$ cat config.mk
export PLATFORM = sky130hd
export DESIGN_NAME = uart_frame_loader
export DESIGN_NICKNAME = d
export VERILOG_FILES = /design/src/rtl/uart_frame_loader.sv
export SDC_FILE = /design/constraint.sdc
export NUM_CORES = 1
export LEC_CHECK = 0
export CAP_MARGIN = 20
export CORE_MARGIN = 2
export CORE_UTILIZATION = 56
export CTS_CLUSTER_SIZE = 14
export DETAILED_ROUTE_END_ITERATION = 8
export PLACE_DENSITY_LB_ADDON = 0.08
export SLEW_MARGIN = 20
export SYNTH_ARGS = -nofsm -noshare
export SYNTH_HDL_FRONTEND = slang
export SYNTH_SLANG_ARGS = --single-unit
$ cat constraint.sdc
create_clock -name clk -period 3.3 [get_ports clk]
set_input_delay 0.66 -clock clk [delete_from_list [all_inputs] [get_ports clk]]
set_output_delay 0.66 -clock clk [all_outputs]
set_load 0.02 [all_outputs]
$ cat src/rtl/uart_frame_loader.sv
// uart_frame_loader: syncs on a marker byte, packs byte pairs into 12-bit pixels
// and writes them to sequential async-SRAM addresses with timed write strobes.
module uart_frame_loader #(
    parameter int         FRAME_PIXELS = 307200,
    parameter logic [7:0] SYNC_BYTE    = 8'hA5,
    parameter int         WE_CYCLES    = 3,
    parameter int         TIMEOUT      = 1000000
) (
    input  logic        clk,
    input  logic        rst,
    input  logic        rx_valid,
    input  logic [7:0]  rx_data,
    output logic [18:0] sram_addr,
    output logic [15:0] sram_wdata,
    output logic        sram_wdata_oe,
    output logic        sram_ce_n,
    output logic        sram_we_n,
    output logic        loading,
    output logic        frame_done,
    output logic        overrun,
    output logic        timeout_err
);
    localparam int TW = $clog2(TIMEOUT + 1);

    typedef enum logic [1:0] {IDLE, HI, LO, WRITE} state_t;

    state_t        state_q, state_d;
    logic [18:0]   addr_q, addr_d;
    logic [7:0]    rg_q, rg_d;
    logic [15:0]   wdata_q, wdata_d;
    logic          ce_n_q, ce_n_d, we_n_q, we_n_d, oe_q, oe_d;
    logic          loading_q, loading_d, done_q, done_d;
    logic          ovr_q, ovr_d, tmo_q, tmo_d;
    logic [7:0]    hold_q, hold_d;
    logic          hold_v_q, hold_v_d;
    logic [3:0]    wcnt_q, wcnt_d;
    logic [TW-1:0] tcnt_q, tcnt_d;
    logic          byte_v;
    logic [7:0]    byte_b;

    always_comb begin
        state_d   = state_q;
        addr_d    = addr_q;
        rg_d      = rg_q;
        wdata_d   = wdata_q;
        ce_n_d    = ce_n_q;
        we_n_d    = we_n_q;
        oe_d      = oe_q;
        loading_d = loading_q;
        done_d    = 1'b0;
        ovr_d     = ovr_q;
        tmo_d     = tmo_q;
        hold_d    = hold_q;
        hold_v_d  = hold_v_q;
        wcnt_d    = wcnt_q;
        tcnt_d    = tcnt_q;
        // A held byte is always older than a byte arriving this cycle
        byte_v    = hold_v_q | rx_valid;
        byte_b    = hold_v_q ? hold_q : rx_data;
        case (state_q)
            IDLE: begin
                if (rx_valid && rx_data == SYNC_BYTE) begin
                    state_d   = HI;
                    addr_d    = '0;
                    ovr_d     = 1'b0;
                    tmo_d     = 1'b0;
                    loading_d = 1'b1;
                    tcnt_d    = '0;
                    hold_v_d  = 1'b0;
                end
            end
            HI, LO: begin
                if (hold_v_q) begin
                    hold_d   = rx_data;
                    hold_v_d = rx_valid;
                end
                if (byte_v) begin
                    if (state_q == HI) begin
                        rg_d    = byte_b;
                        state_d = LO;
                    end else begin
                        wdata_d = {4'h0, rg_q, byte_b[3:0]};
                        state_d = WRITE;
                        ce_n_d  = 1'b0;
                        we_n_d  = 1'b0;
                        oe_d    = 1'b1;
                        wcnt_d  = '0;
                    end
                end
                if (rx_valid) begin
                    tcnt_d = '0;
                end else if (!byte_v && tcnt_q == TW'(TIMEOUT - 1)) begin
                    tmo_d     = 1'b1;
                    loading_d = 1'b0;
                    state_d   = IDLE;
                    hold_v_d  = 1'b0;
                end else begin
                    tcnt_d = tcnt_q + 1'b1;
                end
            end
            WRITE: begin
                tcnt_d = '0;
                if (rx_valid) begin
                    if (hold_v_q) begin
                        ovr_d = 1'b1;
                    end else begin
                        hold_d   = rx_data;
                        hold_v_d = 1'b1;
                    end
                end
                if (wcnt_q == 4'(WE_CYCLES)) begin
                    ce_n_d = 1'b1;
                    we_n_d = 1'b1;
                    oe_d   = 1'b0;
                    if (addr_q == 19'(FRAME_PIXELS - 1)) begin
                        done_d    = 1'b1;
                        loading_d = 1'b0;
                        state_d   = IDLE;
                        hold_v_d  = 1'b0;
                    end else begin
                        addr_d  = addr_q + 1'b1;
                        state_d = HI;
                    end
                end else begin
                    // Release WE one clock before CE to give the SRAM data hold time
                    wcnt_d = wcnt_q + 1'b1;
                    we_n_d = (wcnt_q == 4'(WE_CYCLES - 1));
                end
            end
            default: state_d = IDLE;
        endcase
    end

    always_ff @(posedge clk or posedge rst) begin
        if (rst) begin
            state_q   <= IDLE;
            addr_q    <= '0;
            rg_q      <= '0;
            wdata_q   <= '0;
            ce_n_q    <= 1'b1;
            we_n_q    <= 1'b1;
            oe_q      <= 1'b0;
            loading_q <= 1'b0;
            done_q    <= 1'b0;
            ovr_q     <= 1'b0;
            tmo_q     <= 1'b0;
            hold_q    <= '0;
            hold_v_q  <= 1'b0;
            wcnt_q    <= '0;
            tcnt_q    <= '0;
        end else begin
            state_q   <= state_d;
            addr_q    <= addr_d;
            rg_q      <= rg_d;
            wdata_q   <= wdata_d;
            ce_n_q    <= ce_n_d;
            we_n_q    <= we_n_d;
            oe_q      <= oe_d;
            loading_q <= loading_d;
            done_q    <= done_d;
            ovr_q     <= ovr_d;
            tmo_q     <= tmo_d;
            hold_q    <= hold_d;
            hold_v_q  <= hold_v_d;
            wcnt_q    <= wcnt_d;
            tcnt_q    <= tcnt_d;
        end
    end

    assign sram_addr     = addr_q;
    assign sram_wdata    = wdata_q;
    assign sram_wdata_oe = oe_q;
    assign sram_ce_n     = ce_n_q;
    assign sram_we_n     = we_n_q;
    assign loading       = loading_q;
    assign frame_done    = done_q;
    assign overrun       = ovr_q;
    assign timeout_err   = tmo_q;
endmodule

======== Yosys cells after proc, flatten, opt, wreduce, memory -nomap -nowiden ========
Cells that the tools add are included.
word-level totals
  register bits after elaboration ......... 81
  input bits .............................. 11
  output and inout bits ................... 42
  word-level logic and storage cells ...... 118
cells by class
  add/sub/neg operators ................... 3
  equality and inequality tests ........... 21
  multiplexer cells ....................... 57
  bitwise operators ....................... 2
  reduce and logical (&&, ||, !) cells .... 20
operators with widths
  operator                                       number
  two-way mux 20 bit                             3
  one-hot mux 20 bit (3 select lines)            1
  two-way mux 19 bit                             3
  one-hot mux 19 bit (2 select lines)            1
  two-way mux 1 bit                              28
  two-way mux 8 bit                              3
  inequality test 2 bit, second input constant   12
  adder 20 x 1 -> 20 bit, second input constant  1
  == test 20 bit, second input constant          1
  AND reduction 4 bit                            5
  adder 19 x 1 -> 19 bit, second input constant  1
  == test 19 bit, second input constant          1
  one-hot mux 8 bit (2 select lines)             1
  two-way mux 4 bit                              3
  AND reduction 3 bit                            4
  two-way mux 2 bit                              5
  one-hot mux 1 bit (2 select lines)             5
  == test 4 x 2 -> 1 bit, second input constant  2
  == test 8 bit, second input constant           1
  one-hot mux 4 bit (2 select lines)             1
  one-hot mux 1 bit (3 select lines)             2
  one-hot mux 2 bit (3 select lines)             1
  nonzero test 2 bit                             3
  AND reduction 5 bit                            1
  11 further kinds                               14

======== Logic depth before layout (Yosys ltp) ========
  depth after elaboration ................. 6
  mapped depth ............................ 8
  gate-level depth less buffers ........... 7

======== Worst setup path before layout ========
OpenSTA, ideal clock, no wires.
  path kind ............................... reg-to-reg
  start ................................... register addr_q[12] (netlist: sram_addr[12])
  end ..................................... register addr_q[17] (netlist: sram_addr[17])
  library setup time ...................... 0.119 ns
  arrival time ............................ 2.299 ns
  required time ........................... 3.181 ns
  setup slack ............................. 0.882 ns
  cell stages (with the launch flop) ...... 8
  buffers on the path ..................... 2
  clock period less this slack ............ 2.418 ns
  cell sequence ........................... dfrtp_1 > or4b_1 > or4_1 > buf_4 > o311ai_4 > buf_6 > nor4_1 > o21a_1
between the ends
  longest elaborated chain between the ends .. 4
  elaborated cells between the ends (all ways) .. 7
  classes of those cells .................. add/sub: 1; eq/ne: 2; mux: 3; reduce/logical: 1
ends and longest elaborated chain
  element                              RTL line  text
  start: declaration                   28        logic [18:0] addr_q, addr_d;
  start signal: assignment             153       addr_q <= addr_d;
  adder 19 x 1 -> 19 bit               121       addr_d = addr_q + 1'b1;
  two-way mux 19 bit                   115       if (addr_q == 19'(FRAME_PIXELS - 1)) begin
  two-way mux 19 bit                   111       if (wcnt_q == 4'(WE_CYCLES)) begin
  one-hot mux 19 bit (2 select lines)  60        case (state_q)
Parallel ways exist; a longest one is shown, timed or not. The select of a mux whose other input is x is not followed.
A chain may end at the register's enable or synchronous reset.

======== Final worst setup path ========
  start ................................... register addr_q[16] (netlist: sram_addr[16])
  end ..................................... register addr_q[14] (netlist: sram_addr[14])
between the ends
  longest elaborated chain between the ends .. 3
ends and longest elaborated chain
  element                          RTL line
  == test 19 bit                   115
  inequality test 2 bit (no line)  --
  AND reduction 4 bit (no line)    --
Every way passes these cells.

==> reports/results.ini <==
[logic_synthesis]
netlist_area_mm2=0.00424
synthTopCellsByCount=79 x dfrtp_1, 49 x nand2_1, 37 x o21ai_0
synth.most_common_cell=dfrtp_1
synthTopCellsByArea=dfrtp_1 47%, mux2_2 5.1%, o21ai_0 4.4%
ys_seq_area_frac=0.479
post_synth_num_cell_types=56
yosysTopAreaCell=dfrtp_1
synth_edf_count=0
synth.avg_cell_area_um2=9.69
synth_top_area_share=0.467
ys_seq_elements=81
yosys_warnings=0
syn-instance-count=437
synth_ff_type=dfrtp_1
async_reset_ff_frac=1.00

[power]
comb_power_share=0.449
p_leak_nw=2.05
finalPower_mw=3.76
p_int_mw=2.24
swShare=0.404
p_clk_frac=0.184
seqPwrFrac=0.367
switchingPower_mw=1.52
powerDensity_mw_per_mm2=747
ir_worst_vdd_uv=462

[floorplanning]
fp.dieH_um=91.0
ioPinCount=53
die_x_um=91.0
initial_core_util=0.581
dieArea_mm2=0.00828
core_mm2=0.00729
fp-row-count=31

[detailed_routing]
remaining_drc_errors=0
drt_pass1_iterations=5
drtIter0Drc=145
finalWirelength_mm=9.30
num_vias=3543
routedWlPerCell_um=15.7
antenna_violating_nets_post_route=0
vias_per_cell=5.98

[cts]
post_cts_buffers=0
cts_root_buffer=clkbuf_8
clock_path_buffers=2
clock-sinks=81
clk_latency_ps=350
postCtsHoldBufs=0
path_clk_slew_ps=90
htreeDepth=3
ctsResizeCount=0
cts_tree=built
numCtsBuffers=9

[sta]
finClkSkew_ps=9.14
period_needed_ps=2770
hold_viol_final=0
fin_crit_sh=0.840
fin_tns_setup_ps=0
slew_headroom=0.429
slew_viol_final=0
tightest_slew_ps=848
rsz0062_at_grt=no
fmax_mhz=361
setup_viol=0

[placed_design]
port-buffer-count=48
dp_cells=576
place.gp.congestion=0.791
dpl.hpwl_mm=6.48

[grt]
grt_overflow=0
use_met1=0.322
grt_max_degree=46
grt_pass1_wl_mm=16.1
grt_pass1_vias=3427
antenna_found_initial=0
top_usage_layer=met2
grt.met2_usage=0.390
grt_use_met3=0.0324
grt_usage=0.235

[setup_path]
cp_data_arrival_time_ps=3010
reg2reg_from=sram_addr[16]
critPathKind=reg2reg
cp-end-kind=register
required_ps=3540
crit_start=sram_addr[16]
start_kind=register
path_max_fanout=13

[run]
drv_cap=0

[layout]
drive_gt1_frac=0.118
multi_input_area_mm2=0.00205
area_growth_syn_to_layout_pct=19.0
diodes=0
fin_cells=592
fin_nets=508
fillers=632
regArea_mm2=0.00203

[worst_hold_path]
min-delay-start=rg_q[3]
hp-class=reg2reg

[run_status]
outcome=complete, no violations

-- cells in the final DEF (no fill, tap or decap), types with 3 or more instances in the layout --
cell / instances
nand2b_1: 4
buf_4: 13
a21oi_1: 21
nand3_1: 24
and3_1: 3
mux2_2: 19
a31oi_1: 4
nor3_1: 3
nor2_1: 20
dfrtp_1: 79
clkbuf_8: 10
o21ai_1: 11
or4_1: 11
nor4bb_1: 3
mux2i_1: 9
and2_1: 5
clkdlybuf4s50_1: 48
nand4_1: 13
nor4_1: 8
ha_1: 9
nand2_1: 49
or3_1: 11
xor2_1: 3
o211ai_1: 3
inv_1: 12
conb_1: 4
o31ai_1: 15
o21ai_0: 37
-- per-stage QoR --
stage                     hold slack, ps  setup slack (ps)  instance area (um^2)  utilization
after CTS                            487               531                  5040        0.691
after floorplan                      446               563                  4250            -
after global placement               461               463                  4850        0.666
final                                482               527                  5040        0.691
after global routing                 523               361                  5040        0.691
after detailed placement             466               386                  4850        0.666
-- power by group through the flow --
stage | sequential (mW) | clock (mW) | combinational [mW]
2_1_floorplan | 1.48 | 0 | 1.05
3_3_place_gp | 1.39 | 0 | 1.63
3_5_place_dp | 1.40 | 0 | 1.68
4_1_cts | 1.38 | 0.712 | 1.69
5_1_grt | 1.42 | 0.755 | 1.85
6_report | 1.38 | 0.693 | 1.69
-- registers in the layout, indices dropped and copies added (netlist names) --
name and count:
state_q 2, hold_q 8, timeout_err 1, hold_v_q 1
sram_wdata 12, frame_done 1, sram_we_n 1, tcnt_q 20
sram_wdata_oe 1, sram_ce_n 1, rg_q 8, sram_addr 19
loading 1, wcnt_q 4, overrun 1
-- final timing paths --
check	slack, ps	endpoint	depth (start not counted)
min in group asynchronous	690	tcnt_q[4]	2
min reg2reg	480	rg_q[3]	2
max in group asynchronous	1880	sram_we_n	3
min	480	rg_q[3]	2
max	530	sram_addr[14]	5
max reg2reg	530	sram_addr[14]	5
-- critical path, stage by stage, from the launching register on --
cell      delay (ps)
dfrtp_1          450
or4b_1           530
or4_1            660
o311ai_2         750
or3_1            210
a21oi_1           60
-- cell type report --
class,instances,area share
clock buffers,10,0.0273
clock inverters,6,0.00993
inverters,13,0.00993
multi-input cells,321,0.407
flip-flops and latches,81,0.403
well taps,99,0.0246
repair buffers,62,0.119
-- metal layers --
layer  up-vias  wire (um)
li1       1711          -
met1      1729       4200
met2        91       4560
met3        12        442
met4         0         95
met5         -          0
-- kinds of logic (layout without fill, tap and decap cells) --
kind of cell	count (synthesis)	count (layout)	synth area share
AOI/OAI and AO/OA	109	109	0.162
xor gates and xnor gates	3	3	0.00620
adders and majority gates	9	9	0.0266
buffers and inverters	38	91	0.0410
DFF	81	81	0.479
muxes	29	29	0.0744
other	1	4	0.000885
and+or+nand+nor	167	167	0.210
(Power assumes the default switching activity.)
==> edit: new RTL, same flow settings <==
Re-encode `state_t` (4 states) as one-hot, 4 bits wide.
--- a/src/rtl/uart_frame_loader.sv
+++ b/src/rtl/uart_frame_loader.sv
@@ -22,7 +22,7 @@
 );
     localparam int TW = $clog2(TIMEOUT + 1);
 
-    typedef enum logic [1:0] {IDLE, HI, LO, WRITE} state_t;
+    typedef enum logic [3:0] {IDLE = 4'b0001, HI = 4'b0010, LO = 4'b0100, WRITE = 4'b1000} state_t;
 
     state_t        state_q, state_d;
     logic [18:0]   addr_q, addr_d;
Behaviour: same outputs for any inputs over 4 cycles, from zero or initial values and one cycle with rst high; so few cycles prove little.
==> edit against the original RTL <==
Sequential cell count increased by 2. Synthesized area increased by 0.62%. Largest cell class is now flip-flops and latches. Critical path type is now input pin to register. Highest routed layer unchanged. Setup slack improved by 110 ps. Design area increased by 0.27%. Wire length decreased by 0.85%. Hold slack got worse by 12 ps. Fmax increased by 4.1%.
Power is not compared: it rests on default switching activity, and its combinational part moved more than twofold at a synthesized area within 25%.
==> edit: results (changes against the original RTL) <==
- The number of global-route vias before repair is 3165 (-7.6%).
- The final estimated routing congestion in global placement was 0.855 (+8.2%).
- The sequential standard cell area was 2080 µm² (+2.5%).
- The data arrival time of the critical path is 2970 ps (-40 ps).
- The clock skew after layout was 7.89 ps (-1.25 ps).
- The worst hold slack is 470 ps (-12.3 ps).
- The met1 track demand over resource in global routing is 33.6% (+1.4 points).
- The final-layout non-clock buffer area share is 11.4% (-0.48 points).
- The number of cells produced by synthesis is 420 (-3.9%).
- The met3 demand-to-capacity share in global routing is 4.15% (+0.91 points).
- After synthesis, the cell types taking the most area are sky130_fd_sc_hd__dfrtp_1 47%, sky130_fd_sc_hd__nor2_1 4.8%, sky130_fd_sc_hd__mux2_2 4.5%, sky130_fd_sc_hd__nand2_1 3.1%, sky130_fd_sc_hd__a21oi_1 3.1%.
- The number of fillers in the final layout is 560 (-11%).
- The actual slew at the worst max-slew pin came to 1030 ps (+179 ps).
- The biggest cell delay along the critical path came to 490 ps (-260 ps).
- The DRC marker count from the first detailed-route iteration came to 247 (+70%).
- The capture instance of the worst register-to-register path is tcnt_q[5].
- The number of placed cells counting well taps is 558 (-3.1%).
- The wire length of the first global-routing pass is 15700 µm (-2.6%).
- The area after detailed placement was 4830 µm² (-0.46%).
- The proportion of cell area occupied by multi-input gates came to 40.0% (-0.68 points).
- The number of search-and-repair iterations in the first detailed-routing pass was 4 (-1).
- The run finished with clean final reports.
- The global routing usage summed across all routing layers was 23.8% (+0.30 points).
- The reg-to-reg setup timing slack is 930 ps (+400 ps).
- The number of multi-input combinational cells is 310 (-3.4%).
- The core region area was 7330 µm² (+0.53%).
- The number of cells on the worst hold path is 1 (-1).
- The number of distinct library cell variants in the gate-level netlist after synthesis is 58 (+3.6%).
- The count of sequential standard cells is 83 (+2.5%).
- The estimated wirelength of the detail-placed design is 6540 µm (+0.86%).
- The non-clock inverter count in the final layout is 7 (-6).
- The maximum fanout along the worst path is 8 (-5).
- Ranked by instance count, the synthesized netlist is headed by 80 x sky130_fd_sc_hd__dfrtp_1, 54 x sky130_fd_sc_hd__nor2_1, 35 x sky130_fd_sc_hd__nand2_1, 26 x sky130_fd_sc_hd__a21oi_1, 24 x sky130_fd_sc_hd__o21ai_0.
- The layout buffer count excluding clock buffers is 59 (-4.8%).
## edit: cell count changes after synthesis, sizes merged, moves of 8 or more
cell / unedited run / this run
nand2: 49 / 36
xnor2: 0 / 11
or4: 11 / 3
xor2: 3 / 11
o21ai: 48 / 27
o31ai: 15 / 7
nor2: 20 / 54
nand3: 24 / 11
## edit: cell families (layout without fill, tap and decap cells)
family,after synthesis,after routing,share of synthesized area (%)
xor+xnor,22,22,4.52
compound gates,82,82,11.9
mux,26,26,6.60
flops,83,83,48.8
simple gates,172,172,22.6
other cells,1,4,0.0880
fa+ha+maj,4,4,1.17
buf+inv,30,82,4.26
## edit: worst max path at each step
stage	start	to	slack, ps
3_3_place_gp	rx_data[7]	sram_addr[13]	370
6_report	rx_data[1]	sram_addr[13]	640
5_1_grt	rx_data[1]	sram_addr[13]	460
2_1_floorplan	rst	frame_done	510
3_5_place_dp	rx_data[1]	sram_addr[13]	280
4_1_cts	rx_data[1]	sram_addr[13]	660
